**src/rtl/dma_channel_arbiter.sv**
```systemverilog
// Round-robin arbiter sharing one DMA controller port among N_DEV devices.
// A grant lasts a whole transfer; a no-progress watchdog forces release of a stalled owner.
module dma_channel_arbiter #(
  parameter int N_DEV   = 4,
  parameter int TIMEOUT = 1024
) (
  input  logic                  clk,
  input  logic                  reset_n,
  input  logic [N_DEV-1:0]      dev_rqst,
  input  logic [N_DEV-1:0]      dev_rd_wr,
  input  logic [16*N_DEV-1:0]   dev_start_addr,
  input  logic [16*N_DEV-1:0]   dev_num_words,
  input  logic [N_DEV-1:0]      dev_ack_in,
  input  logic [16*N_DEV-1:0]   dev_wdata,
  output logic [N_DEV-1:0]      dev_dma_ack,
  output logic [N_DEV-1:0]      dev_end_flag,
  output logic [15:0]           dev_rdata,
  output logic                  dma_rqst,
  output logic                  dma_rd_wr,
  output logic [15:0]           dma_start_address,
  output logic [15:0]           dma_num_words,
  output logic                  dma_dev_ack,
  output logic [15:0]           dma_dev_out,
  input  logic                  dma_ack,
  input  logic                  dma_end_flag,
  input  logic [15:0]           dma_dev_in,
  output logic [N_DEV-1:0]      grant,
  output logic                  busy,
  output logic                  timeout_err
);

  localparam int IW = $clog2(N_DEV);
  localparam int WW = (TIMEOUT > 2) ? $clog2(TIMEOUT) : 1;
  localparam logic [WW-1:0] WD_LAST = WW'((TIMEOUT > 0) ? TIMEOUT - 1 : 0);

  typedef enum logic [1:0] {IDLE, XFER, RELEASE} state_t;

  state_t           state_q;
  logic [N_DEV-1:0] grant_q;
  logic [IW-1:0]    owner_q, rr_q, rr_d;
  logic [15:0]      addr_q, words_q;
  logic             rd_wr_q, rqst_q, tmo_q;
  logic [WW-1:0]    wdog_q;

  logic [IW-1:0]    win_idx, cand;
  logic             win_vld, wdog_hit;
  logic [15:0]      dev_out_mux;

  // Scan from the highest offset down so the lowest offset from rr_q wins.
  always_comb begin
    win_idx = '0;
    win_vld = 1'b0;
    cand    = '0;
    for (int k = N_DEV - 1; k >= 0; k--) begin
      cand = IW'((int'(rr_q) + k) % N_DEV);
      if (dev_rqst[cand]) begin
        win_idx = cand;
        win_vld = 1'b1;
      end
    end
  end

  always_comb begin
    dev_out_mux = '0;
    for (int i = 0; i < N_DEV; i++)
      if (grant_q[i]) dev_out_mux = dev_out_mux | dev_wdata[16*i +: 16];
  end

  assign rr_d     = (owner_q == IW'(N_DEV - 1)) ? '0 : owner_q + 1'b1;
  assign wdog_hit = (TIMEOUT != 0) && (wdog_q == WD_LAST);

  always_ff @(posedge clk or negedge reset_n) begin
    if (!reset_n) begin
      state_q <= IDLE;
      grant_q <= '0;
      owner_q <= '0;
      rr_q    <= '0;
      addr_q  <= '0;
      words_q <= '0;
      rd_wr_q <= 1'b0;
      rqst_q  <= 1'b0;
      wdog_q  <= '0;
      tmo_q   <= 1'b0;
    end else begin
      tmo_q <= 1'b0;
      case (state_q)
        IDLE: begin
          if (win_vld) begin
            grant_q <= {{(N_DEV-1){1'b0}}, 1'b1} << win_idx;
            owner_q <= win_idx;
            addr_q  <= dev_start_addr[16*win_idx +: 16];
            words_q <= dev_num_words[16*win_idx +: 16];
            rd_wr_q <= dev_rd_wr[win_idx];
            rqst_q  <= 1'b1;
            wdog_q  <= '0;
            state_q <= XFER;
          end
        end
        XFER: begin
          if (dma_end_flag || !dev_rqst[owner_q]) begin
            rqst_q  <= 1'b0;
            state_q <= RELEASE;
          end else if (dma_ack) begin
            wdog_q <= '0;
          end else if (wdog_hit) begin
            rqst_q  <= 1'b0;
            tmo_q   <= 1'b1;
            state_q <= RELEASE;
          end else begin
            wdog_q <= wdog_q + 1'b1;
          end
        end
        RELEASE: begin
          // Owner must withdraw and the controller must be quiet before the bus is reoffered.
          if (!dev_rqst[owner_q] && !dma_end_flag) begin
            grant_q <= '0;
            rr_q    <= rr_d;
            state_q <= IDLE;
          end
        end
        default: state_q <= IDLE;
      endcase
    end
  end

  assign dev_dma_ack       = grant_q & {N_DEV{dma_ack}};
  assign dev_end_flag      = grant_q & {N_DEV{dma_end_flag}};
  assign dev_rdata         = dma_dev_in;
  assign dma_rqst          = rqst_q;
  assign dma_rd_wr         = rd_wr_q;
  assign dma_start_address = addr_q;
  assign dma_num_words     = words_q;
  assign dma_dev_ack       = |(grant_q & dev_ack_in);
  assign dma_dev_out       = dev_out_mux;
  assign grant             = grant_q;
  assign busy              = (state_q != IDLE);
  assign timeout_err       = tmo_q;

endmodule

```
**config.mk**
```make
export PLATFORM = sky130hd
export DESIGN_NAME = dma_channel_arbiter
export DESIGN_NICKNAME = d
export VERILOG_FILES = /design/src/rtl/dma_channel_arbiter.sv
export SDC_FILE = /design/constraint.sdc
export NUM_CORES = 1
export LEC_CHECK = 0
export BUFFER_PORTS_ARGS = -buffer_cell sky130_fd_sc_hd__buf_2
export CORE_AREA = 2 2 119 121
export CTS_CLUSTER_DIAMETER = 80
export CTS_CLUSTER_SIZE = 25
export DETAILED_ROUTE_END_ITERATION = 7
export DIE_AREA = 0 0 121 123
export GPL_TIMING_DRIVEN = 0
export PLACE_DENSITY = 0.64
export REMOVE_ABC_BUFFERS = 1
export SKIP_LAST_GASP = 1
export SLEW_MARGIN = 30
export SYNTH_ARGS = -nofsm -noshare
export SYNTH_HDL_FRONTEND = slang
export SYNTH_SLANG_ARGS = --single-unit
```
**constraint.sdc**
```tcl
create_clock -name clk -period 1.6 [get_ports clk]
set_input_delay 0.08 -clock clk [delete_from_list [all_inputs] [get_ports clk]]
set_output_delay 0.08 -clock clk [all_outputs]
set_load 0.05 [all_outputs]
```
==> results of run 1 <==
==> path summary, 6_finish.rpt <==
check / to / slack [ns] / depth (start not counted)
max in group asynchronous: grant[0] / 0.65 / 2
max: dma_start_address[9] / -0.09 / 7
min in group asynchronous: dma_rqst / 0.38 / 2
min reg2reg: wdog_q[7] / 0.53 / 1
min: dma_start_address[7] / 0.06 / 3
max reg2reg: dma_start_address[9] / -0.09 / 7
==> per-layer routing <==
layer	share of wire [%]	wire [um]	track usage, %	up-vias
met1	41	7450	27.3	2357
li1	-	-	-	2282
met3	6.6	1200	4.20	20
met4	1.7	311	5.45	0
met5	0	0	0	-
met2	51	9270	41.7	238
==> flip-flops by register name (all words and copies together), names as in the netlist <==
| register | cells |
|---|---|
| dma_num_words | 16 |
| dma_rd_wr | 1 |
| dma_rqst | 1 |
| dma_start_address | 16 |
| grant | 4 |
| owner_q | 2 |
| rr_q | 2 |
| state_q | 2 |
| timeout_err | 1 |
| wdog_q | 10 |
==> logic make-up (layout without fill, tap and decap cells) <==
logic type / after synthesis / after routing / share of synthesized area, %
fa+ha+maj: 2 / 2 / 0.640
mux: 38 / 38 / 9.83
compound gates: 177 / 177 / 30.1
buf+inv: 60 / 335 / 8.93
simple gates: 110 / 124 / 15.2
flops: 55 / 55 / 35.2
==> cell usage in the layout (no fill, tap or decap), types with 5 or more instances in the layout <==
cell type / count
o22ai_1: 31
a211oi_2: 27
and3_1: 29
o21ai_1: 20
buf_4: 20
nand4b_4: 5
and3_4: 6
mux2i_2: 5
clkbuf_16: 11
and2_4: 7
nand2_1: 27
buf_16: 5
buf_2: 272
dfrtp_1: 49
a21oi_1: 11
mux2i_1: 29
nor2_1: 9
a22oi_1: 34
buf_12: 10
and2_1: 8
o21ai_0: 24
nand3_1: 8
==> report_power, final <==
part | switching (mW) | internal [mW]
Combinational | 6.57 | 4.00
Clock | 0.555 | 0.909
Sequential | 0.625 | 2.01
==> through the flow <==
stage | util [%] | setup TNS, ns | instances
2_1_floorplan | - | -48.47 | 387
3_3_place_gp | 37.9 | -115.01 | 839
4_1_cts | 47.2 | -2.11 | 896
3_5_place_dp | 39.1 | -51.12 | 846
6_report | 50.1 | -1.75 | 911
5_1_grt | 50.1 | -4.72 | 911
==> final cells by class <==
cell class / instances / area [um^2]
multi-input combinational: 341 / 2850
timing repair buffer: 322 / 2130
sequential: 55 / 1390
clock inverter: 3 / 71.3
tap: 180 / 225
clock buffer: 5 / 125
fill: 1288 / 6800
inverter: 5 / 18.8
==> timing repair <==
| item | 4_1_cts | 5_1_grt |
|---|---|---|
| setup buffers | 22 | 11 |
| pin swaps | 52 | 37 |
| gates resized for setup | 78 | 50 |
| setup endpoints to repair | 81 | 60 |
| cloned | 19 | 5 |
| hold buffers | 1 | 0 |
| endpoints found under the hold margin | 55 | 0 |
==> worst max-delay path: stages (launching register included) <==
cell       delay (ns)
dfrtp_1          0.40
nand2b_4         0.15
o2111ai_4        0.07
buf_12           0.18
buf_16           0.15
and2_4           0.26
mux2i_1          0.23
o22ai_1          0.11
==> Yosys cell counts <==
cell type  count  area, um^2
mux2_2         3        33.8
nor2_1        11        41.3
and2_1        10        62.6
ha_1           2        25.0
a32o_1         2        20.0
a22o_1         2        17.5
inv_1          4        15.0
nand3_1        9        45.0
a21o_1         1        7.51
buf_4         18         135
o31a_1         1        8.76
or2_4          1        8.76
o22a_1         1        8.76
o31ai_4        1        21.3
and2b_1        1        7.51
a31oi_1        1        6.26
buf_8          2        30.0
a22oi_1       34         255
o32ai_1        1        8.76
mux2i_1       35         350
nand2_1       28         105
clkbuf_1      23        86.3
dfrtp_1       55        1380
nand2b_1       4        25.0
o31ai_1        3        22.5
nand4b_2       1        15.0
a21oi_1       12        60.1
a21oi_2        1        8.76
nor2b_1        3        18.8
nand4b_1       2        17.5
a211oi_1      33         248
inv_2          1        3.75
buf_6          3        33.8
o21ai_0       33         165
o22ai_1       33         206
o221ai_2       1        15.0
or3_1          1        6.26
nand4_1        3        18.8
and3_1        35         219
buf_2          9        45.0
o21ai_1       15        75.1
o2111ai_2      1        15.0
nor3_1         1        5.00
a21boi_0       1        7.51
==> results.toml, run 1 <==
[placement]
hpwl_um = 9860
postPlaceCellArea_um2 = 5330
dpl_worst_slack_ns = -1.28
port_buffers = 272
place.gp.congestion = 0.753

[cells_and_area]
nNetsFinal = 956
drive_above_1_share_pct = 58.0
insertedDiodeCount = 0
final_area_um2 = 6810
area_growth_pct = 74.4

[cts]
clk_path_buf_depth = 2
cts_tree = "yes"
numCtsBuffers = 5
cts_sinks = 55
cts-root-buf = "clkbuf_16"
cts.clk_slew.worst_paths_ns = 0.08
h-tree-depth = 2
worstSkewPairLatency_ns = 0.30

[floorplan]
start_util_pct = 28.7
ioPinCount = 305
fp.dieH_um = 123
die_width_um = 121
core_area_um2 = 13600
dieArea_um2 = 14900
row_count = 43

[global_routing]
antenna_found_initial = 0
overflow = 0
grt_pass1_vias = 4722
grt_start_max_net_pins = 56
grt_usage_pct = 22.7
grt_pass1_wl_um = 25600

[detailed_routing]
wire_per_inst_um = 20.0
postRouteAntennaNets = 0
drtIter0Drc = 261
viasPerCell = 5.38
firstDrtPassIters = 6
drt_wl_total_um = 18200
num_vias = 4897
route.detailed.drc = 0

[sta]
final-max-slew-violation-count = 0
fin_ws_ns = -0.0875
period_minus_slack_ns = 1.69
min_period_over_period_pct = 105
rsz0062_at_grt = "true"
hold_slack_ns = 0.0568
clock-skew-final_ns = 0.0121
setup_violations = 39
max_freq_mhz = 593
report.final.hold_viol_count = 0
slew-limit-headroom_pct = 50.8
tightest_slew_ns = 0.738

[power_and_ir_drop]
worst_ir_drop_vdd_mv = 0.979
power_mw = 14.7
p_leak_nw = 3.36
power.density_nw_per_um2 = 2150

[critical_path]
crit_start = "rr_q[0]"
path_max_fanout = 8
critical_path_class = "flop to flop"
cp.required_ns = 1.78
startpoint_type = "flop"
cp-end-kind = "flop"
worstReg2RegStart = "rr_q[0]"
arrival_ns = 1.87

[synthesis]
ys_seq_elements = 55
netlist_area_um2 = 3910
seq_area_frac_synth_pct = 35.2
synth.distinct_cells = 44
avgSynthCellArea_um2 = 8.84
syn_inst = 442
yosys_warnings = 0

[worst_hold_path]
hold_start = "dev_start_addr[55]"
hold_path.class = "input port to flop"

[job]
timing.max_cap.violations = 0

[outcome]
outcome = "finished with violations"
violations = "setup timing"
No activity file was read; power rests on OpenSTA's default activity.
==> run 2, diff against run 1 <==
==> constraint.sdc (replaced) <==
create_clock -name clk -period 1.6 [get_ports clk]
set_input_delay 0 -clock clk [delete_from_list [all_inputs] [get_ports clk]]
set_output_delay 0 -clock clk [all_outputs]
set_load 0.05 [all_outputs]
==> run 2 against run 1 <==
  * The run ends with hold timing, setup timing left
  * Core utilization increased by 0.85 points
  * Sequential share of layout area decreased by 0.41 points
  * Cell count increased by 2.4%
  * Critical path depth decreased by 2
  * Final area increased by 1.7%
  * Sequential cell count unchanged
  * Routed wire length increased by 2.7%
  * Total power decreased by 1.9%
  * Global-route usage decreased by 0.42 points
  * First-iteration DRC count decreased by 16%
  * Highest routed layer unchanged
==> results.toml, run 2 (synthesized netlist as in run 1, its figures left out) <==
[outcome]
outcome = "finished with violations"
violations = "hold timing, setup timing"

[power_and_ir_drop]
worst_ir_drop_vdd_mv = 0.960
p_leak_nw = 3.40
power.density_nw_per_um2 = 2080

[sta]
slew-limit-headroom_pct = 50.1
max_freq_mhz = 585
period_minus_slack_ns = 1.71
report.final.hold_viol_count = 5
setup_violations = 47
clock-skew-final_ns = 0.0134
final-max-slew-violation-count = 0
min_period_over_period_pct = 107
rsz0062_at_grt = "true"
fin_ws_ns = -0.109
hold_slack_ns = -0.0170
tightest_slew_ns = 0.748

[detailed_routing]
postRouteAntennaNets = 0
drtIter0Drc = 220
num_vias = 5052
firstDrtPassIters = 5
viasPerCell = 5.41
wire_per_inst_um = 20.0
drt_wl_total_um = 18700
route.detailed.drc = 0

[cts]
clk_path_buf_depth = 2
cts.clk_slew.worst_paths_ns = 0.08
cts-root-buf = "clkbuf_16"
cts_sinks = 55
cts_tree = "yes"
h-tree-depth = 2
numCtsBuffers = 5
worstSkewPairLatency_ns = 0.31

[floorplan]
fp.dieH_um = 123
die_width_um = 121
row_count = 43
core_area_um2 = 13600
start_util_pct = 28.7
ioPinCount = 305
dieArea_um2 = 14900

[cells_and_area]
drive_above_1_share_pct = 55.5
insertedDiodeCount = 0
area_growth_pct = 77.3
nNetsFinal = 978
multi_input_area_um2 = 2770
final_common_cell = "buf_2"
nFillCells = 1262
final_area_um2 = 6930
regArea_um2 = 1380
final_cell_mix = "buf_2, dfrtp_1, a22oi_1"

[critical_path]
r2r_slack_ns = -0.11
arrival_ns = 1.89
cp.required_ns = 1.79
crit_start = "rr_q[1]"
cp-end-kind = "flop"
worstReg2RegStart = "rr_q[1]"
crit_chain = "nand4b_4 > buf_12 > and2_4 > buf_6 > a32o_1"
r2r_end = "grant[0]"
worstRegToRegCells = 5
critical_path_class = "flop to flop"
startpoint_type = "flop"
cpPeakStageDelay_ns = 0.48
path_max_fanout = 8
cp_slowest_cell = "dfrtp_2"

[global_routing]
overflow = 0
grt_start_max_net_pins = 56
antenna_found_initial = 0
grt_pass1_vias = 4935
grt_usage_pct = 22.3
grt_pass1_wl_um = 25700

[job]
timing.max_cap.violations = 0

[worst_hold_path]
whs_path_depth = 3
min_to = "dma_start_address[4]"
hold_start = "dev_start_addr[52]"
hold_path.class = "input port to flop"

[placement]
hpwl_um = 9860
place.gp.congestion = 0.753
port_buffers = 272
postPlaceCellArea_um2 = 5330
## run 2: cell types whose count changed in the layout (fill, tap and decap cells not counted), moves of 4 or more
cell,change
dlygate4sd3_1,+30
buf_12,-4
o21ai_2,+11
a211oi_1,+7
o21ai_0,-9
a21oi_1,-4
a211oi_2,-5
## run 2: how the worst max path moves through the flow
stage	depth (start not counted)	to
detailed placement	4	dma_start_address[14]
global placement	5	dma_start_address[4]
finish	5	grant[0]
floorplan	5	dma_num_words[12]
global route	7	dma_num_words[2]
CTS	5	grant[0]
## run 2: stage by stage
stage                     worst slack [ns]  utilization, %  instances  setup TNS [ns]  power [mW]
final                               -0.109            50.9        933           -2.62        14.4
after global routing                -0.152            50.9        933           -6.14        15.1
after CTS                          -0.0659            47.3        915          -0.981        13.3
after detailed placement             -1.28            39.1        846          -51.01        10.5
after global placement               -2.72            37.9        839         -114.69        10.2
after floorplan                      -1.21               -        387          -48.47        8.14
## run 2: final cells by class
cell class                      instances  area share [%]
Tap cell                              180            3.25
Inverter                                5           0.271
Sequential cell                        55            20.0
Timing Repair Buffer                  346            33.7
Multi-Input combinational cell        339            39.9
Clock inverter                          3            1.03
Clock buffer                            5            1.81
## run 2: critical path, delay by kind of cell, from the launching register on
family                 cells  cell delay, ns
AND/OR/NAND/NOR            2            0.55
buffers and inverters      2            0.37
AO/OA/AOI/OAI              1            0.19
flip-flops                 1            0.48
## run 2: where the power goes
part,switching [mW],internal (mW),total (mW)
sequential,0.649,2.00,2.65
clock,0.565,0.910,1.47
combinational,6.45,3.81,10.3
## run 2: layer usage
metal	share of wire, %	wire length, um	vias to the layer above	GRT usage [%]
met4	2.1	392	0	7.12
met5	0	0	-	0
met1	39	7390	2432	25.8
met3	7.2	1350	28	4.70
met2	51	9570	262	40.9
li1	-	-	2330	-
## run 2: repair_timing
action,CTS,global route
buffers inserted,18,9
gates resized for setup,58,64
endpoints found under the hold margin,73,0
hold buffers,31,0
setup endpoints to repair,75,70
cloned,12,10
pin swaps,15,43
==> run 3, diff against run 2 <==
Settings changed: CAP_MARGIN set to 20, CELL_PAD_IN_SITES_DETAIL_PLACEMENT set to 1, CELL_PAD_IN_SITES_GLOBAL_PLACEMENT set to 1, CORE_AREA 2 2 119 121 to 2 2 129 131, DIE_AREA 0 0 121 123 to 0 0 131 133, PLACE_DENSITY 0.64 to 0.77.
==> run 3 against run 2 <==
  * The run ends with setup timing left
  * Core utilization shrank 4.8 points
  * Cell count increased by 8.0%
  * First-iteration DRC count up 19%
  * Sequential share of layout area is 1.4 points lower
  * Largest cell class unchanged
  * Routed wire length grew 23%
  * Worst hold slack better by 0.017 ns
  * Critical path depth grew 2
  * Sequential cell count unchanged
==> results.toml, run 3 (synthesized netlist as in run 1, its figures left out) <==
[outcome]
outcome = "finished with violations"
violations = "setup timing"

[cells_and_area]
drive_above_1_share_pct = 57.1
final_common_cell = "buf_2"
final_util_pct = 46.1
final_area_um2 = 7460
stdcell_count = 1008
nFillCells = 1850
insertedDiodeCount = 0
final_cell_mix = "buf_2, dlygate4sd3_1, dfrtp_1"
area_growth_pct = 90.8
nNetsFinal = 1013

[detailed_routing]
firstDrtPassIters = 7
num_vias = 5328
viasPerCell = 5.29
drtIter0Drc = 262
wire_per_inst_um = 22.8
route.detailed.drc = 0
postRouteAntennaNets = 0
drt_wl_total_um = 23000

[power_and_ir_drop]
combPwrFrac_pct = 74.7
worst_ir_drop_vdd_mv = 0.720
power.share.clock_pct = 7.8
intPower_mw = 6.90
seq_power_share_pct = 17.5
p_leak_nw = 3.57
p_sw_share_pct = 54.3
power.density_nw_per_um2 = 2030
power_mw = 15.1
p_sw_mw = 8.21

[cts]
cts.clk_slew.worst_paths_ns = 0.08
h-tree-depth = 2
cts-root-buf = "clkbuf_16"
numCtsBuffers = 5
clk_path_buf_depth = 2
cts_sinks = 55
cts_tree = "yes"
worstSkewPairLatency_ns = 0.31

[floorplan]
core_area_um2 = 16200
fp.dieH_um = 133
dieArea_um2 = 17400
ioPinCount = 305
row_count = 47
die_width_um = 131
start_util_pct = 24.2

[sta]
fin_ws_ns = -0.198
setup_tns_ns = -6.34
report.final.hold_viol_count = 0
max_freq_mhz = 556
tightest_slew_ns = 0.748
period_minus_slack_ns = 1.80
final-max-slew-violation-count = 0
setup_violations = 48
clock-skew-final_ns = 0.0162
rsz0062_at_grt = "true"
slew-limit-headroom_pct = 50.1
min_period_over_period_pct = 112

[worst_hold_path]
hold_start = "dma_dev_in[0]"
whs_path_depth = 0
hold_path.class = "input port to output pin"
min_to = "dev_rdata[0]"

[global_routing]
globalRouteMet3Util_pct = 5.98
use_met1_pct = 29.1
grt_start_max_net_pins = 56
gr-usage-met2_pct = 42.3
busiest_layer = "met2"
overflow = 0
grt_usage_pct = 24.0
antenna_found_initial = 0
grt_pass1_wl_um = 31900
grt_pass1_vias = 5675

[critical_path]
critical_path_class = "flop to flop"
worstRegToRegCells = 7
cp_slowest_cell = "dfrtp_1"
path_buf_inv = 2
path_max_fanout = 18
r2r_slack_ns = -0.20
cp.depth = 7
cpPeakStageDelay_ns = 0.42
r2r_end = "dma_num_words[0]"
cp.required_ns = 1.79
worstReg2RegStart = "rr_q[0]"
crit_chain = "nand2b_4 > o2111ai_4 > clkbuf_16 > buf_12 > nand2_8 > a211oi_1 > o22ai_1"
arrival_ns = 1.99
startpoint_type = "flop"
cp-end-kind = "flop"
crit_family = "compound AO/OA/AOI/OAI gates"

[placement]
postPlaceCellArea_um2 = 5410
hpwl_um = 11900
port_buffers = 272
dp_cells = 887
place.gp.congestion = 0.765

[job]
timing.max_cap.violations = 0
==> run 3: power groups by stage <==
stage	clock network (mW)	registers (mW)	logic (mW)
finish	1.18	2.65	11.3
global route	1.26	2.73	11.8
CTS	1.20	2.60	10.1
detailed placement	0	2.60	8.15
global placement	0	2.57	7.70
floorplan	0	4.16	3.98
==> run 3: final cells by class <==
type | instances | area (um^2) | area share (%)
Multi-Input combinational cell | 335 | 2910 | 39.1
Tap cell | 220 | 275 | 3.69
Inverter | 5 | 18.8 | 0.252
Clock buffer | 5 | 125 | 1.68
Sequential cell | 55 | 1390 | 18.6
Timing Repair Buffer | 385 | 2720 | 36.4
Clock inverter | 3 | 23.8 | 0.319
==> run 3: per-stage QoR <==
stage,setup WS (ns),hold WS (ns)
2_1_floorplan,-1.21,-0.296
3_5_place_dp,-1.40,0.000787
5_1_grt,-0.291,0.000367
3_3_place_gp,-2.90,0.000787
6_report,-0.198,0.000414
4_1_cts,-0.162,0.000259
==> run 3: timing repair <==
item / CTS / global route
gates cloned: 12 / 4
hold buffers: 48 / 5
buffers inserted: 34 / 11
resized for setup: 63 / 95
endpoints found under the hold margin: 82 / 3
pin swaps: 12 / 29
setup endpoints to repair: 79 / 52
==> run 3: layer usage <==
metal,share of wire [%],wire (um)
met4,2.4,560
met2,52,11900
met1,39,8980
met3,6.9,1590
met5,0,0
==> run 3: worst max-delay path by stage <==
stage / startpoint / endpoint / slack (ns)
2_1_floorplan: state_q[1] / dma_num_words[12] / -1.21
3_3_place_gp: state_q[1] / dma_num_words[13] / -2.90
3_5_place_dp: rr_q[1] / dma_start_address[8] / -1.40
4_1_cts: rr_q[1] / dma_start_address[12] / -0.16
5_1_grt: rr_q[0] / dma_num_words[0] / -0.29
6_report: rr_q[0] / dma_num_words[0] / -0.20
